$ cat src/rtl/audio_pkg.sv
// Shared audio definitions used by the I2S serializer, the frame FIFO and the
// bus write adapter. A frame is one stereo sample pair, left channel on top.
package audio_pkg;

   localparam int SAMPLE_W = 24;
   localparam int FRAME_W  = 2 * SAMPLE_W;

   // Bit positions of the two channels inside a packed frame
   localparam int FRAME_L_HI = 47;
   localparam int FRAME_L_LO = 24;
   localparam int FRAME_R_HI = 23;
   localparam int FRAME_R_LO = 0;

   typedef struct packed {
      logic [SAMPLE_W-1:0] left;
      logic [SAMPLE_W-1:0] right;
   } frame_t;

   // Builds a packed frame from two channel samples
   function automatic logic [FRAME_W-1:0] makeFrame(input logic [SAMPLE_W-1:0] left,
                                                    input logic [SAMPLE_W-1:0] right);
      return {left, right};
   endfunction

   // Extracts the left channel sample from a packed frame
   function automatic logic [SAMPLE_W-1:0] frameLeft(input logic [FRAME_W-1:0] frame);
      return frame[FRAME_L_HI:FRAME_L_LO];
   endfunction

   // Extracts the right channel sample from a packed frame
   function automatic logic [SAMPLE_W-1:0] frameRight(input logic [FRAME_W-1:0] frame);
      return frame[FRAME_R_HI:FRAME_R_LO];
   endfunction

endpackage

$ cat src/rtl/audio_frame_ram.sv
// Simple dual-port frame storage: one synchronous write port, one
// asynchronous read port, so it maps onto distributed RAM and lets the FIFO
// present its head frame in the same cycle the read pointer moves.
module audio_frame_ram
   import audio_pkg::*;
#(
   parameter int DEPTH = 64,
   localparam int AW   = $clog2(DEPTH)
) (
   input  logic               i_clk,
   input  logic               i_wrEn,
   input  logic [AW-1:0]      i_wrAddr,
   input  logic [FRAME_W-1:0] i_wrData,
   input  logic [AW-1:0]      i_rdAddr,
   output logic [FRAME_W-1:0] o_rdData
);

   logic [FRAME_W-1:0] r_mem [DEPTH];

   // Store the offered frame on the clock edge; contents are deliberately not
   // reset because the FIFO pointers alone decide what is valid.
   always_ff @(posedge i_clk) begin
      if (i_wrEn) begin
         r_mem[i_wrAddr] <= i_wrData;
      end
   end

   // The read side is purely combinational so the head frame falls through.
   always_comb begin
      o_rdData = r_mem[i_rdAddr];
   end

endmodule

$ cat src/rtl/audio_frame_fifo.sv
// Stereo frame FIFO feeding the I2S serializer. The read side is
// first-word-fall-through so the serializer sees the head frame as soon as it
// is stored. Software watches the fill level, the almost-empty flag and the
// underrun flag/counter to keep the codec fed.
module audio_frame_fifo
   import audio_pkg::*;
#(
   parameter int DEPTH        = 64,
   parameter int ALMOST_EMPTY = 16,
   localparam int AW          = $clog2(DEPTH)
) (
   input  logic               i_clk,
   input  logic               i_rst,
   input  logic [FRAME_W-1:0] i_wr_data,
   input  logic               i_wr_valid,
   output logic               o_wr_ready,
   output logic [FRAME_W-1:0] o_rd_data,
   output logic               o_rd_valid,
   input  logic               i_rd_ready,
   input  logic               i_flush,
   output logic [AW:0]        o_level,
   output logic               o_almost_empty,
   output logic               o_underrun,
   input  logic               i_underrun_clr,
   output logic [15:0]        o_underrun_cnt
);

   localparam int          LEVEL_W   = AW + 1;
   localparam logic [AW:0] LEVEL_MAX = LEVEL_W'(DEPTH);
   localparam logic [AW:0] LEVEL_AE  = LEVEL_W'(ALMOST_EMPTY);

   logic [AW-1:0] r_wrPtr;
   logic [AW-1:0] r_rdPtr;
   logic [AW:0]   r_level;
   logic          r_underrun;
   logic [15:0]   r_underrunCnt;
   logic          r_prevEvent;

   logic          w_wrReady;
   logic          w_rdValid;
   logic          w_push;
   logic          w_pop;
   logic          w_event;
   logic          w_almostEmpty;

   // Handshake decode: a flush or reset blocks both sides, a full FIFO refuses
   // writes even when a pop happens in the same cycle, and an underrun event
   // is the consumer asking for a frame that is not there.
   always_comb begin
      w_wrReady     = !i_rst && (r_level != LEVEL_MAX) && !i_flush;
      w_rdValid     = !i_rst && (r_level != '0);
      w_push        = i_wr_valid && w_wrReady;
      w_pop         = w_rdValid && i_rd_ready && !i_flush;
      w_event       = !i_rst && i_rd_ready && !w_rdValid;
      w_almostEmpty = i_rst || (r_level <= LEVEL_AE);
   end

   // Pointer and level bookkeeping; pointers wrap naturally at AW bits and a
   // flush drops everything while leaving the underrun history alone.
   always_ff @(posedge i_clk) begin
      if (i_rst || i_flush) begin
         r_wrPtr <= '0;
         r_rdPtr <= '0;
         r_level <= '0;
      end else begin
         if (w_push) begin
            r_wrPtr <= r_wrPtr + AW'(1);
         end
         if (w_pop) begin
            r_rdPtr <= r_rdPtr + AW'(1);
         end
         unique case ({w_push, w_pop})
            2'b10:   r_level <= r_level + LEVEL_W'(1);
            2'b01:   r_level <= r_level - LEVEL_W'(1);
            default: r_level <= r_level;
         endcase
      end
   end

   // Underrun tracking: the sticky flag is set on any event (set beats clear),
   // the counter counts only the first cycle of each run of events and stops
   // at all-ones; only reset clears the counter.
   always_ff @(posedge i_clk) begin
      if (i_rst) begin
         r_underrun    <= 1'b0;
         r_underrunCnt <= '0;
         r_prevEvent   <= 1'b0;
      end else begin
         r_prevEvent <= w_event;
         if (w_event) begin
            r_underrun <= 1'b1;
         end else if (i_underrun_clr) begin
            r_underrun <= 1'b0;
         end
         if (w_event && !r_prevEvent && (r_underrunCnt != 16'hFFFF)) begin
            r_underrunCnt <= r_underrunCnt + 16'd1;
         end
      end
   end

   audio_frame_ram #(
      .DEPTH(DEPTH)
   ) u_ram (
      .i_clk    (i_clk),
      .i_wrEn   (w_push),
      .i_wrAddr (r_wrPtr),
      .i_wrData (i_wr_data),
      .i_rdAddr (r_rdPtr),
      .o_rdData (o_rd_data)
   );

   // Drive the status outputs from the decoded and registered state.
   always_comb begin
      o_wr_ready     = w_wrReady;
      o_rd_valid     = w_rdValid;
      o_level        = r_level;
      o_almost_empty = w_almostEmpty;
      o_underrun     = r_underrun;
      o_underrun_cnt = r_underrunCnt;
   end

endmodule

$ cat config.mk
export PLATFORM = sky130hd
export DESIGN_NAME = audio_frame_fifo
export DESIGN_NICKNAME = d
export VERILOG_FILES = /design/src/rtl/audio_pkg.sv /design/src/rtl/audio_frame_ram.sv /design/src/rtl/audio_frame_fifo.sv
export SDC_FILE = /design/constraint.sdc
export NUM_CORES = 2
export LEC_CHECK = 0
export ABC_AREA = 0
export BUFFER_PORTS_ARGS = -buffer_cell sky130_fd_sc_hd__buf_4
export CAP_MARGIN = 25
export CORE_ASPECT_RATIO = 1.4
export CORE_MARGIN = 2
export CORE_UTILIZATION = 60
export CTS_CLUSTER_DIAMETER = 80
export CTS_CLUSTER_SIZE = 28
export DETAILED_ROUTE_END_ITERATION = 10
export PLACE_DENSITY_LB_ADDON = 0.12
export SLEW_MARGIN = 40
export SYNTH_ARGS = -nofsm -noshare
export SYNTH_HDL_FRONTEND = slang
export SYNTH_SLANG_ARGS = --single-unit
$ cat constraint.sdc
create_clock -name i_clk -period 11.8 [get_ports i_clk]
set_input_delay 2.36 -clock i_clk [delete_from_list [all_inputs] [get_ports i_clk]]
set_output_delay 2.36 -clock i_clk [all_outputs]
set_load 0.02 [all_outputs]
======== After elaboration in Yosys (flattened, before gate mapping) ========
Memories as Yosys holds them, arrays and structs flattened. A register that Yosys moved wholly into a read port is not among the register bits.
Cells that the tools add are included.
word-level totals
  flip-flop bits (word level) ............. 37
  RAM bits ................................ 3072
  bits of input ports ..................... 54
  output and inout port bits .............. 75
  logic and storage cells ................. 43
  memories ................................ 1
cells by class
  add/sub/neg operators ................... 5
  magnitude comparators ................... 1
  equality and inequality tests ........... 4
  muxes and demuxes ....................... 7
  reduce and logical (&&, ||, !) cells .... 19
memory list
  memory       words  bits a word  read ports  clocked after Yosys merged registers in  wr ports  line                   source
  u_ram.r_mem  64     48           1           1                                        1         audio_frame_ram.sv:18  logic [FRAME_W-1:0] r_mem [DEPTH];
operator list
  operator               count
  $add 16x1->16 const B  1
  $ne 16x16->1 const B   1
  $pmux 7 s2             1
  $add 6x1->6 const B    2
  $mux 6                 2
  $logic_and 1x1->1      10
  $add 7x1->7 const B    1
  $le 7x5->1 const B     1
  $ne 7x7->1 const B     1
  $reduce_bool 7->1      1
  $sub 7x1->7 const B    1
  $logic_not 1->1        4
  $mux 1                 4
  $reduce_bool 2->1      2
  $eq 2x1->1 const B     1
  $eq 2x2->1 const B     1
  $logic_or 1x1->1       2

======== Logic depth before layout (Yosys ltp) ========
  depth after elaboration ................. 6
  gate-level depth with buffers ........... 14
  mapped depth without buffers ............ 11

======== Modules after synthesis ========
Synthesis repeated with hierarchy kept, for this count alone.
unflattened totals
  cell total of the unflattened synthesis .. 5175
  area total of the unflattened synthesis .. 118283.4 µm²
modules (own cells, without submodules)
  module            instances  cells each  area an instance (µm²)  seq. area each (µm²)
  audio_frame_ram   1          4922        116156.4                92248.5
  audio_frame_fifo  1          253         2127.0                  740.7

======== Worst setup path after synthesis ========
OpenSTA, ideal clock, no wires.
  kind .................................... input to register
  start ................................... input port i_flush
  end ..................................... memory u_ram.r_mem[59][0] (netlist bit), enable pin
  setup time .............................. 454 ps
  arrival time ............................ 5688 ps
  required time ........................... 11346 ps
  setup slack ............................. 5658 ps
  stages on the path ...................... 6
  path buffers ............................ 1
  cells stage by stage .................... nor2_1 -> o311a_1 -> clkbuf_1 -> nor2b_1 -> nand3_1 -> nor2_1
between the ends
  word-level cells in the longest chain between the ends .. 5
ends and longest elaborated chain
  item                          line                    source
  start: declaration            audio_frame_fifo.sv:20  input logic i_flush,
  $logic_not 1->1               audio_frame_fifo.sv:50  w_wrReady = !i_rst && (r_level != LEVEL_MAX) && !i_flush;
  $logic_and 1x1->1             audio_frame_fifo.sv:50
  $logic_and 1x1->1             audio_frame_fifo.sv:52  w_push = i_wr_valid && w_wrReady;
  $mux 1                        audio_frame_ram.sv:23   if (i_wrEn) begin
  $mux 1 (implied by the code)  audio_frame_ram.sv:24   r_mem[i_wrAddr] <= i_wrData;
  end: declaration              audio_frame_ram.sv:18
No other way between the ends.

==> out/qor.yml <==
grt_pass1_vias: 57150
fp.dieArea_um2: 200400
crit_path_start_kind: "flop"
firstDrtPassIters: 8
grt_overflow: 0
rsz0062_at_grt: "no"
port_buffers: 128
drive_above_1_share_pct: 25.07
synth_warnings: 0
status: "finished, final reports clean"
row_count: 192
seqCellArea_um2: 93130
end_kind: "primary output"
root_buffer: "clkbuf_16"
h-tree-depth: 4
peakVddDrop_uv: 96.30
post-route-cell-area_um2: 127400
p_leak_nw: 37.04
n_fill_cell: 12686
p_per_area_nw_per_um2: 139.4
relSlewSlack_pct: 36.08
die_height_um: 528.9
ctsHoldBuffers: 0
cts_buffers: 130
max_freq_mhz: 131.4
ys.flop_type: "edfxtp_1"
synth.yosys.seq_area_share_pct: 78.86
worstPathRequired_ns: 9.44
maxCapViolCount: 0
finalWeightedCongestion: 0.8603
wl_um: 319000
post-cts-setup-buffers: 0
area_growth_pct: 7.928
ys_ff_latch: 3115
tightestPinTransition_ns: 0.9500
grt.total_usage_pct: 32.20
ant_nets: 0
period_needed_ns: 7.608
synthArstFlopShare_pct: 0
post-route-period-util_pct: 64.48
crit_fanout: 54
placed_cell_area_um2: 123700
die_w_um: 378.9
viasPerCell: 7.167
cts_tree: "done"
coreArea_um2: 195500
setup_violations: 0
hold_viol_final: 0
timing.setup.tns_ns: 0
grt_pass1_wl_um: 441800
clock-sinks: 3115
cts_buffer_depth: 3
multi_input_area_um2: 24400
clk_pin_slew_worst_paths_ns: 0.11
fin_skew_ns: 0.02694
synth_cells: 5250
r2r_start: "o_level[4]"
holdWs_ns: 0.4997
syn-num-nets: 5310
dp_hpwl_um: 178600
worstSetupPathType: "flop to primary output"
clock_latency_ns: 0.86
hold_start: "o_underrun_cnt[15]"
drc_errors: 0
start_util_pct: 60.38
wl_per_cell_um: 39.60
critPathArrivalTime_ns: 5.25
synth.avg_cell_area_um2: 22.49
ioPinCount: 129
maxSlewViolCount: 0
cts_resized: 0
grt_max_degree: 95
drtIter0Drc: 8464
antenna_found_initial: 5
nets: 5453
ys_types: 59
synth_edf_count: 3072
hold_path_class: "flop to flop"
vias: 57726
synth_area_um2: 118100
[final cells by class]
class                           instances  area share [%]
Clock inverter                         10         0.07069
Timing Repair Buffer                  313           2.307
Sequential cell                      3115           73.08
Inverter                                6         0.01767
Multi-Input combinational cell       1827           19.15
Clock buffer                          161           2.802
Tap cell                             2619           2.571
Antenna cell                            3        0.005891
[registers in the layout, summed over array words and instances (netlist names), named ones only]
register and count:
o_level 7, o_underrun 1, o_underrun_cnt 16, r_prevEvent 1, r_rdPtr 6, r_wrPtr 6
u_ram.r_mem 3072
[through the flow]
stage                     total power, mW  std cells  util [%]  setup slack (ns)
after floorplan                     12.44       5250         -             5.658
after global placement              12.64       7847     62.83             4.351
after detailed placement            12.65       7878     63.25             4.929
after CTS                           17.83       8049     65.12             4.125
after global routing                18.17       8052     65.17             4.103
final                               17.76       8054     65.17             4.192
[cells by family (layout without fill, tap and decap cells)]
family | count (synthesis) | in the layout | share of synthesized area, %
other | 0 | 3 | 0
AND/OR/NAND/NOR | 381 | 381 | 1.564
XOR/XNOR | 17 | 17 | 0.1261
AO/OA/AOI/OAI | 505 | 505 | 2.945
buffers and inverters | 308 | 490 | 1.125
adder cells (fa/ha/maj) | 6 | 6 | 0.06358
flip-flops | 3115 | 3115 | 78.86
multiplexers | 918 | 918 | 15.32
[worst paths after layout]
kind                             end  slack, ns  cells after the start
setup / recovery        o_rd_data[7]       4.19                      8
hold / removal    o_underrun_cnt[15]       0.50                      1
setup reg to reg  u_ram.r_mem[19][9]       7.31                      6
hold reg to reg   o_underrun_cnt[15]       0.50                      1
[placed cells by master (no fill, tap or decap), drive strengths merged, types with 4 or more instances in the layout]
cell type and instances:
or2 9, a21oi 60, edfxtp 3072, and3 7, mux2i 150, nand3 10
nor3 23, mux4 705, inv 10, o31ai 6, dfxtp 43, o22a 33
nor4 48, o221ai 73, nor2b 15, or4 7, and4 4, clkbuf 161
a311oi 12, o21ai 33, nor2 182, ha 6, or3 6, a22oi 27
xor2 14, clkinv 4, a31oi 16, mux2 63, a221oi 13, nand2 36
o22ai 201, nand4 11, nand2b 13, buf 313, a211oi 15
[per-layer routing]
metal	share of wire (%)	vias up	wire, um	GRT usage, %
met5	0.012	-	39	0
met1	36	31264	114000	43.46
li1	-	22513	-	-
met2	50	3381	160900	53.29
met4	4.4	6	14130	12.28
met3	9.4	562	29860	5.468
[Yosys cell counts (36+ instances only)]
cell / instances / share of area [%]
edfxtp_1: 3072 / 78
clkbuf_1: 148 / 0.47
nand2_1: 36 / 0.11
o221ai_1: 73 / 0.54
buf_2: 105 / 0.45
mux4_2: 705 / 13
buf_1: 40 / 0.13
nor4_1: 47 / 0.25
mux2i_1: 150 / 1.3
dfxtp_1: 43 / 0.73
o22ai_1: 201 / 1.1
mux2_2: 63 / 0.60
nor2_1: 182 / 0.58
a21oi_1: 60 / 0.25
[worst max-delay path, cell delays in order, from the launching register on]
cell and delay, ns:
dfxtp_4 0.81, buf_4 0.63, buf_4 0.77, mux4_2 0.37
o22ai_1 0.11, nor4_2 0.72, buf_4 0.27, o22a_1 0.37
buf_4 0.22
[report_power, final]
| group | leakage (nW) | switching, mW | internal (mW) | total (mW) |
|---|---|---|---|---|
| clock network | 1.78 | 3.20 | 2.17 | 5.37 |
| logic | 7.30 | 0.216 | 0.0395 | 0.256 |
| registers | 28.0 | 0.00256 | 12.1 | 12.1 |
Note: power is estimated with default switching activity, not from simulation.
